--- config.mk ---
export PLATFORM = sky130hd
export DESIGN_NAME = if_stage
export DESIGN_NICKNAME = d
export VERILOG_FILES = /design/src/rtl/if_stage_pkg.sv /design/src/rtl/if_skid_buf.sv /design/src/rtl/if_stage.sv
export SDC_FILE = /design/constraint.sdc
export NUM_CORES = 1
export LEC_CHECK = 0
export ABC_AREA = 1
export ABC_CLOCK_PERIOD_IN_PS = 7300
export CAP_MARGIN = 0
export CORE_ASPECT_RATIO = 0.6
export CORE_UTILIZATION = 40
export DETAILED_ROUTE_END_ITERATION = 8
export GPL_TIMING_DRIVEN = 0
export PLACE_DENSITY_LB_ADDON = 0.3
export SETUP_SLACK_MARGIN = 0.5
export SLEW_MARGIN = 20
export SYNTH_ARGS = -nofsm -noshare
export SYNTH_HDL_FRONTEND = slang
export SYNTH_SLANG_ARGS = --single-unit
--- constraint.sdc ---
create_clock -name clk_I -period 7.3 [get_ports clk_I]
set_input_delay 1.46 -clock clk_I [delete_from_list [all_inputs] [get_ports clk_I]]
set_output_delay 1.46 -clock clk_I [all_outputs]
set_load 0.005 [all_outputs]
--- src/rtl/if_stage_pkg.sv ---
// Shared definitions for the instruction-fetch stage: reset vector, PC step,
// fetch FSM encoding and instruction field positions.
package if_stage_pkg;

  localparam logic [31:0] RESET_PC_DEF = 32'hBFC0_0000;
  localparam int          PC_STEP_DEF  = 4;
  localparam int          INSTR_W      = 32;

  localparam int OP_MSB  = 31;
  localparam int OP_LSB  = 26;
  localparam int IMM_MSB = 15;
  localparam int IMM_LSB = 0;

  typedef enum logic [1:0] {
    IF_IDLE = 2'd0,
    IF_WAIT = 2'd1,
    IF_KILL = 2'd2
  } if_state_e;

  function automatic logic [31:0] word_align(input logic [31:0] addr);
    return addr & ~32'h0000_0003;
  endfunction

endpackage

--- src/rtl/if_skid_buf.sv ---
// One-entry instruction/PC holding buffer that catches a fetch response
// arriving while the IF/ID register is stalled.
module if_skid_buf
  import if_stage_pkg::*;
(
  input  logic               clk,
  input  logic               rst_n,
  input  logic               load,
  input  logic               unload,
  input  logic               clear,
  input  logic [INSTR_W-1:0] d_instr,
  input  logic [31:0]        d_pc,
  output logic               full,
  output logic [INSTR_W-1:0] q_instr,
  output logic [31:0]        q_pc
);

  // Occupancy flag; a load in the same cycle as an unload keeps it full.
  always_ff @(posedge clk or negedge rst_n) begin
    if (!rst_n) begin
      full <= 1'b0;
    end else if (clear) begin
      full <= 1'b0;
    end else if (load) begin
      full <= 1'b1;
    end else if (unload) begin
      full <= 1'b0;
    end
  end

  always_ff @(posedge clk) begin
    if (load) begin
      q_instr <= d_instr;
      q_pc    <= d_pc;
    end
  end

endmodule

--- src/rtl/if_stage.sv ---
// Instruction-fetch stage: PC, single-outstanding imem handshake, skid buffer
// and the IF/ID register feeding decode and the immediate extender.
module if_stage
  import if_stage_pkg::*;
#(
  parameter logic [31:0] RESET_PC = RESET_PC_DEF,
  parameter int          PC_STEP  = PC_STEP_DEF
) (
  input  logic        clk_I,
  input  logic        rst_n_I,
  output logic        imem_req_O,
  output logic [31:0] imem_addr_O,
  input  logic        imem_gnt_I,
  input  logic        imem_rvalid_I,
  input  logic [31:0] imem_rdata_I,
  input  logic        stall_I,
  input  logic        redirect_I,
  input  logic [31:0] redirect_pc_I,
  output logic        valid_O,
  output logic [31:0] instr_O,
  output logic [31:0] pc_O,
  output logic [31:0] pc4_O,
  output logic [5:0]  op_O,
  output logic [15:0] imm16_O
);

  if_state_e   state_q, state_d;
  logic [31:0] pc_q;
  logic [31:0] req_pc_q;
  logic        fire;
  logic        rsp_acc;

  logic        vld_p1;
  logic [31:0] instr_p1;
  logic [31:0] pc_p1;

  logic        consume;
  logic        open;
  logic        skid_full;
  logic        skid_load;
  logic        skid_unload;
  logic [31:0] skid_instr;
  logic [31:0] skid_pc;

  // IF0: request issue, PC and outstanding-fetch tracking
  always_comb begin
    imem_req_O  = rst_n_I && (state_q == IF_IDLE) && !skid_full && !redirect_I;
    imem_addr_O = pc_q;
    fire        = imem_req_O && imem_gnt_I;
    rsp_acc     = (state_q == IF_WAIT) && imem_rvalid_I && !redirect_I;
    state_d     = state_q;
    case (state_q)
      IF_IDLE: if (fire) state_d = IF_WAIT;
      // A response completes the transaction even when a redirect drops it.
      IF_WAIT: begin
        if (imem_rvalid_I)   state_d = IF_IDLE;
        else if (redirect_I) state_d = IF_KILL;
      end
      IF_KILL: if (imem_rvalid_I) state_d = IF_IDLE;
      default: state_d = IF_IDLE;
    endcase
  end

  always_ff @(posedge clk_I or negedge rst_n_I) begin
    if (!rst_n_I) begin
      state_q <= IF_IDLE;
      pc_q    <= RESET_PC;
    end else begin
      state_q <= state_d;
      if (redirect_I) begin
        pc_q <= word_align(redirect_pc_I);
      end else if (fire) begin
        pc_q <= pc_q + 32'(PC_STEP);
      end
    end
  end

  always_ff @(posedge clk_I) begin
    if (fire) begin
      req_pc_q <= pc_q;
    end
  end

  assign consume     = vld_p1 && !stall_I;
  assign open        = !vld_p1 || consume;
  assign skid_unload = open && skid_full && !redirect_I;
  // The skid only takes a response the IF/ID register cannot absorb directly.
  assign skid_load   = rsp_acc && !(open && !skid_full);

  if_skid_buf u_skid (
    .clk     (clk_I),
    .rst_n   (rst_n_I),
    .load    (skid_load),
    .unload  (skid_unload),
    .clear   (redirect_I),
    .d_instr (imem_rdata_I),
    .d_pc    (req_pc_q),
    .full    (skid_full),
    .q_instr (skid_instr),
    .q_pc    (skid_pc)
  );

  // IF1: IF/ID register, skid contents take priority over a fresh response
  always_ff @(posedge clk_I or negedge rst_n_I) begin
    if (!rst_n_I) begin
      vld_p1   <= 1'b0;
      instr_p1 <= '0;
      pc_p1    <= '0;
    end else if (redirect_I) begin
      vld_p1 <= 1'b0;
    end else if (open) begin
      if (skid_full) begin
        vld_p1   <= 1'b1;
        instr_p1 <= skid_instr;
        pc_p1    <= skid_pc;
      end else if (rsp_acc) begin
        vld_p1   <= 1'b1;
        instr_p1 <= imem_rdata_I;
        pc_p1    <= req_pc_q;
      end else begin
        vld_p1 <= 1'b0;
      end
    end
  end

  assign valid_O = vld_p1;
  assign instr_O = instr_p1;
  assign pc_O    = pc_p1;
  assign pc4_O   = pc_p1 + 32'd4;
  assign op_O    = instr_p1[OP_MSB:OP_LSB];
  assign imm16_O = instr_p1[IMM_MSB:IMM_LSB];

endmodule

==> results of run 1 <==
==> area by class of cell <==
class	count	area, sq um
Buffer	64	434
Clock buffer	17	425
Clock inverter	15	170
Fill cell	1988	9870
Inverter	80	300
Multi-Input combinational cell	660	3270
Sequential cell	188	5180
Tap cell	308	385
Timing Repair Buffer	217	2200
==> through the flow <==
step | instance area (sq um) | std cells | utilization | power [uW]
final | 12400 | 1549 | 0.556 | 3170
after global routing | 12400 | 1549 | 0.556 | 3320
after CTS | 12400 | 1549 | 0.556 | 3190
after detailed placement | 11800 | 1517 | 0.529 | 2270
after global placement | 11700 | 1512 | 0.525 | 2250
after floorplan | 9170 | 992 | - | 1680
==> routing by layer <==
| layer | vias up | global-route usage | share of wire |
|---|---|---|---|
| met5 | - | 0 | 0 |
| met4 | 0 | 0.0431 | 0.0063 |
| met3 | 22 | 0.0442 | 0.074 |
| met2 | 296 | 0.312 | 0.41 |
| met1 | 3580 | 0.358 | 0.51 |
| li1 | 3736 | - | - |
==> cell families (layout without fill, tap and decap cells) <==
logic type | after synthesis | in the layout | share of synthesized area
xor gates and xnor gates | 23 | 23 | 0.0220
adders and majority gates | 2 | 2 | 0.00273
AOI/OAI and AO/OA | 152 | 152 | 0.0946
other | 1 | 6 | 0.000410
and+or+nand+nor | 477 | 477 | 0.234
buffers and inverters | 144 | 393 | 0.0803
DFF | 188 | 188 | 0.566
==> Yosys cell counts (2+ instances only) <==
library cell | number | area, sq um
o21ai_0 | 90 | 450
inv_2 | 3 | 11.3
nor2_4 | 2 | 22.5
or2_2 | 43 | 269
nor3_1 | 13 | 65.1
ha_1 | 2 | 25.0
dfstp_2 | 9 | 236
nand2_2 | 4 | 25.0
xor2_1 | 18 | 158
nor2_1 | 64 | 240
nand4_1 | 5 | 31.3
or2_1 | 12 | 75.1
buf_6 | 9 | 101
buf_2 | 5 | 25.0
o211ai_1 | 31 | 233
or2_0 | 8 | 50.1
o21bai_1 | 9 | 67.6
nand2_1 | 248 | 931
buf_4 | 32 | 240
clkbuf_1 | 18 | 67.6
o21ai_1 | 20 | 100
xnor2_1 | 5 | 43.8
edfxtp_1 | 92 | 2760
dfrtp_1 | 87 | 2180
nand3_1 | 65 | 325
inv_1 | 77 | 289
nor3_2 | 2 | 20.0
and2_1 | 2 | 12.5
nor2_2 | 6 | 37.5
==> where the power goes <==
group / internal (uW) / switching, uW
sequential: 1250 / 172
combinational: 516 / 315
clock: 462 / 457
total: 2230 / 944
==> registers in the layout (all words and copies together), names as in the netlist <==
register / count
state_q: 2
valid_O: 1
imem_addr_O: 30
u_skid.full: 1
req_pc_q: 30
pc_O: 30
instr_O: 32
u_skid.q_pc: 30
u_skid.q_instr: 32
==> worst max-delay path: stages, from the launching register on <==
cell and delay [ns]:
dfrtp_1 0.49, ha_1 0.33, nand3_1 0.24, nor3_2 0.40
nand3_1 0.15, xor2_1 0.30, clkdlybuf4s50_1 0.56
==> worst paths after layout <==
kind	startpoint	cells past startpoint	end	slack [ns]
worst max-delay path	pc_O[2]$_DFFE_PN0P_	6	pc4_O[16]	2.93
worst min-delay path	req_pc_q[24]$_DFFE_PP_	0	u_skid.q_pc[24]$_DFFE_PP_	0.47
worst max register to register	u_skid.full$_DFFE_PN0P_	6	u_skid.q_instr[9]$_DFFE_PP_	5.35
worst min register to register	req_pc_q[24]$_DFFE_PP_	0	u_skid.q_pc[24]$_DFFE_PP_	0.47
max in group asynchronous	rst_n_I	2	imem_addr_O[31]$_DFFE_PN1P_	5.68
min in group asynchronous	rst_n_I	1	instr_O[8]$_DFFE_PN0P_	0.91
==> impl_metrics.env, run 1 <==
export IMPL_slew_headroom=0.601
export IMPL_grt_pass1_vias=7177
export IMPL_final_common_cell="nand2_1"
export IMPL_io_buffer_count=212
export IMPL_fmax_mhz=229
export IMPL_setup_viol=0
export IMPL_rows=42
export IMPL_hold_slack_ns=0.472
export IMPL_syn_avg_cell_area_sq_um=9.27
export IMPL_dr_total_vias=7634
export IMPL_cts_htree_levels=4
export IMPL_fin_crit_sh=0.599
export IMPL_grt_pass1_wl_microns=40100
export IMPL_fin_crit_ns=4.37
export IMPL_nets=1300
export IMPL_outcome="completed"
export IMPL_die_width_microns=197
export IMPL_cts_resized=0
export IMPL_worstSetupPathType="reg2out"
export IMPL_drv_cap=0
export IMPL_drive_above_1_share=0.126
export IMPL_numCtsBuffers=17
export IMPL_syn_to_final_growth_pct=35.1
export IMPL_groute_usage_overall=0.225
export IMPL_final_cell_mix="nand2_1 (248), clkdlybuf4s50_1 (211), edfxtp_1 (92)"
export IMPL_crit_path_start_kind="flop"
export IMPL_yosysSeqAreaShare=0.566
export IMPL_hpwlAfterDp_microns=19800
export IMPL_route_detailed_drc=0
export IMPL_yosysWarnings=0
export IMPL_core_area_sq_um=22200
export IMPL_finalHoldViolCount=0
export IMPL_yosysUniqueCellTypes=35
export IMPL_cts_tree="done"
export IMPL_grt_max_degree=63
export IMPL_cts_root_buf="clkbuf_16"
export IMPL_final_max_slew_viol_count=0
export IMPL_clock_skew_ns=0.0131
export IMPL_worst_hold_path_type="reg2reg"
export IMPL_wire_per_inst_microns=16.7
export IMPL_firstDrtPassIters=5
export IMPL_post_route_worst_setup_slack_ns=2.93
export IMPL_pwr_density_cell_nw_per_um2=256
export IMPL_ir_drop_mv=0.172
export IMPL_start_util=0.412
export IMPL_via_per_inst=4.93
export IMPL_cts_sinks=188
export IMPL_diodes=0
export IMPL_postCtsSetupBuffers=0
export IMPL_worstPathRequired_ns=5.84
export IMPL_synthArstFlopShare=0.511
export IMPL_drt_initial_drc_count=697
export IMPL_cp_end_kind="output port"
export IMPL_worst_pin_slew_ns=0.598
export IMPL_dieArea_sq_um=23500
export IMPL_rsz0062_at_grt="no"
export IMPL_ant_nets=0
export IMPL_io_pins=222
export IMPL_clk_path_buf_depth=2
export IMPL_ys_flop_type="edfxtp_1"
export IMPL_synth_area_sq_um=9150
export IMPL_antenna_found_initial=0
export IMPL_cp_max_fo=5
export IMPL_clkLatencyLatePin_ns=0.44
export IMPL_ys_ff_latch=188
export IMPL_drt_total_wl_microns=25800
export IMPL_syn_inst=987
export IMPL_ctsHoldBuffers=0
export IMPL_die_y_microns=119
export IMPL_synth_edf_count=92
export IMPL_power_leakage_uw=0.00486
export IMPL_clk_pin_slew_ns=0.07
export IMPL_gp_congestion=0.917
export IMPL_dpl_worst_slack_ns=2.94
export IMPL_fin_setup_tns_ns=0
export IMPL_crit_arrival_ns=2.91
export IMPL_gr_total_overflow=0
Note: power is estimated with default switching activity, not from simulation.
==> run 2, diff against run 1 <==
--- a/config.mk
+++ b/config.mk
@@ -6,7 +6,7 @@
 export NUM_CORES = 1
 export LEC_CHECK = 0
 export ABC_AREA = 1
-export ABC_CLOCK_PERIOD_IN_PS = 7300
+export ABC_CLOCK_PERIOD_IN_PS = 3950
 export CAP_MARGIN = 0
 export CORE_ASPECT_RATIO = 0.6
 export CORE_UTILIZATION = 40
==> constraint.sdc (replaced) <==
create_clock -name clk_I -period 3.95 [get_ports clk_I]
set_input_delay 0.79 -clock clk_I [delete_from_list [all_inputs] [get_ports clk_I]]
set_output_delay 0.79 -clock clk_I [all_outputs]
set_load 0.005 [all_outputs]
==> run 2 against run 1 <==
  * Global-route usage grew 0.58 points
  * Core utilization is 0.25 points higher
  * Clock power grew 96%
  * Sequential share of layout area down 0.18 points
  * First-iteration DRC count grew 1.7%
  * Count of clock-buffer cells in the layout is 2 higher
  * Combinational power rose by 87%
  * Critical endpoint is now pc4_O[28]
  * Largest power group unchanged
==> impl_metrics.env, run 2 (synthesis gave the netlist of run 1 again) <==
export IMPL_fin_crit_ns=3.29
export IMPL_ctsHoldBuffers=0
export IMPL_worst_hold_path_type="in2async"
export IMPL_via_per_inst=4.97
export IMPL_finalHoldViolCount=0
export IMPL_syn_to_final_growth_pct=35.7
export IMPL_start_util=0.412
export IMPL_outcome="completed"
export IMPL_gr_total_overflow=0
export IMPL_drive_above_1_share=0.127
export IMPL_core_area_sq_um=22200
export IMPL_crit_arrival_ns=2.50
export IMPL_final_cell_mix="nand2_1 (248), clkdlybuf4s50_1 (211), edfxtp_1 (92)"
export IMPL_ant_nets=0
export IMPL_slew_headroom=0.455
export IMPL_cpPeakStageDelay_ns=0.51
export IMPL_cts_htree_levels=4
export IMPL_postCtsSetupBuffers=0
export IMPL_rows=42
export IMPL_diodes=0
export IMPL_path_depth=7
export IMPL_r2r_start="u_skid.full$_DFFE_PN0P_"
export IMPL_cp_max_fo=5
export IMPL_hold_slack_ns=0.241
export IMPL_clk_pin_slew_ns=0.08
export IMPL_io_pins=222
export IMPL_fin_setup_tns_ns=0
export IMPL_grt_pass1_wl_microns=41000
export IMPL_power_uw=5980
export IMPL_cts_sinks=188
export IMPL_critPathBufInv=2
export IMPL_drt_total_wl_microns=26200
export IMPL_grt_max_degree=61
export IMPL_numCtsBuffers=17
export IMPL_worst_pin_slew_ns=0.815
export IMPL_power_leakage_uw=0.00487
export IMPL_cts_resized=2
export IMPL_grt_pass1_vias=7282
export IMPL_ir_drop_mv=0.311
export IMPL_crit_top_cell="nand2_1"
export IMPL_cp_end_kind="output port"
export IMPL_fmax_mhz=304
export IMPL_dieArea_sq_um=23500
export IMPL_groute_usage_overall=0.231
export IMPL_reg2reg_slack_ns=1.86
export IMPL_drv_cap=0
export IMPL_cp_top_family="simple AND/OR/NAND/NOR gates"
export IMPL_crit_path_start_kind="flop"
export IMPL_worstSetupPathType="reg2out"
export IMPL_final_cell_area_sq_um=12400
export IMPL_drt_initial_drc_count=709
export IMPL_crit_chain="inv_1 > nor3_2 > nand2_1 > nor2_1 > nand3_1 > nand2_1 > clkdlybuf4s50_1"
export IMPL_final_max_slew_viol_count=0
export IMPL_io_buffer_count=212
export IMPL_cts_root_buf="clkbuf_16"
export IMPL_r2r_end="u_skid.q_instr[1]$_DFFE_PP_"
export IMPL_r2r_cells=6
export IMPL_hpwlAfterDp_microns=20000
export IMPL_setup_viol=0
export IMPL_final_common_cell="nand2_1"
export IMPL_clock_skew_ns=0.0136
export IMPL_die_width_microns=197
export IMPL_dr_total_vias=7695
export IMPL_worstPathRequired_ns=3.16
export IMPL_wire_per_inst_microns=16.9
export IMPL_rsz0062_at_grt="no"
export IMPL_place_area_sq_um=11800
export IMPL_nets=1300
export IMPL_fin_crit_sh=0.834
export IMPL_clkLatencyLatePin_ns=0.44
export IMPL_gp_congestion=0.934
export IMPL_clk_path_buf_depth=2
export IMPL_route_detailed_drc=0
export IMPL_cts_tree="done"
export IMPL_slowest_stage="clkdlybuf4s50_1"
export IMPL_antenna_found_initial=0
export IMPL_die_y_microns=119
export IMPL_firstDrtPassIters=5
export IMPL_pwr_density_cell_nw_per_um2=482
==> run 2: changes by cell type in the layout (fill, tap and decap cells not counted), moves of 2 or more <==
cell and change:
clkinvlp_4 +3, buf_6 -3, buf_8 +3, bufinv_16 +3, inv_6 -5, clkbuf_1 +2, clkinv_8 -4
==> run 2: worst max-delay path by stage <==
| stage | endpoint | startpoint |
|---|---|---|
| 5_1_grt | pc4_O[28] | pc_O[11]$_DFFE_PN0P_ |
| 4_1_cts | pc4_O[18] | pc_O[2]$_DFFE_PN0P_ |
| 3_3_place_gp | imem_req_O | rst_n_I |
| 2_1_floorplan | u_skid.q_instr[0]$_DFFE_PP_ | stall_I |
| 6_report | pc4_O[28] | pc_O[11]$_DFFE_PN0P_ |
| 3_5_place_dp | pc4_O[16] | pc_O[2]$_DFFE_PN0P_ |
==> run 2: area by class of cell <==
cell class                 count  area, sq um
fill                        2017         9810
sequential                   188         5180
multi-input combinational    660         3290
timing repair buffer         217         2210
buffer                        64          434
clock buffer                  19          433
tap                          308          385
inverter                      80          300
clock inverter                13          184
==> run 2: power breakdown <==
part / internal (uW) / switching (uW)
Clock: 1020 / 786
Sequential: 2310 / 319
Combinational: 957 / 594
Total: 4280 / 1700
==> run 2: per-layer routing <==
metal,GRT usage,share of wire,wire length (microns),up-vias
li1,-,-,-,3720
met5,0,0,0,-
met3,0.0544,0.090,2370,16
met4,0.0489,0.0076,199,0
met2,0.316,0.41,10700,318
met1,0.363,0.49,12900,3641
==> run 2: stage by stage <==
step | setup WS [ns] | instances | util
after floorplan | 0.926 | 992 | -
after global placement | -2.47 | 1512 | 0.526
after detailed placement | 0.904 | 1517 | 0.530
after CTS | 0.485 | 1549 | 0.558
after global routing | 0.517 | 1549 | 0.559
final | 0.657 | 1549 | 0.559
==> run 2: worst reg2reg max path, cell delays in order (launching register included) <==
cell	delay, ns
dfrtp_1	0.34
buf_6	0.16
inv_2	0.05
buf_6	0.14
buf_6	0.14
a211oi_4	0.72
buf_8	0.26
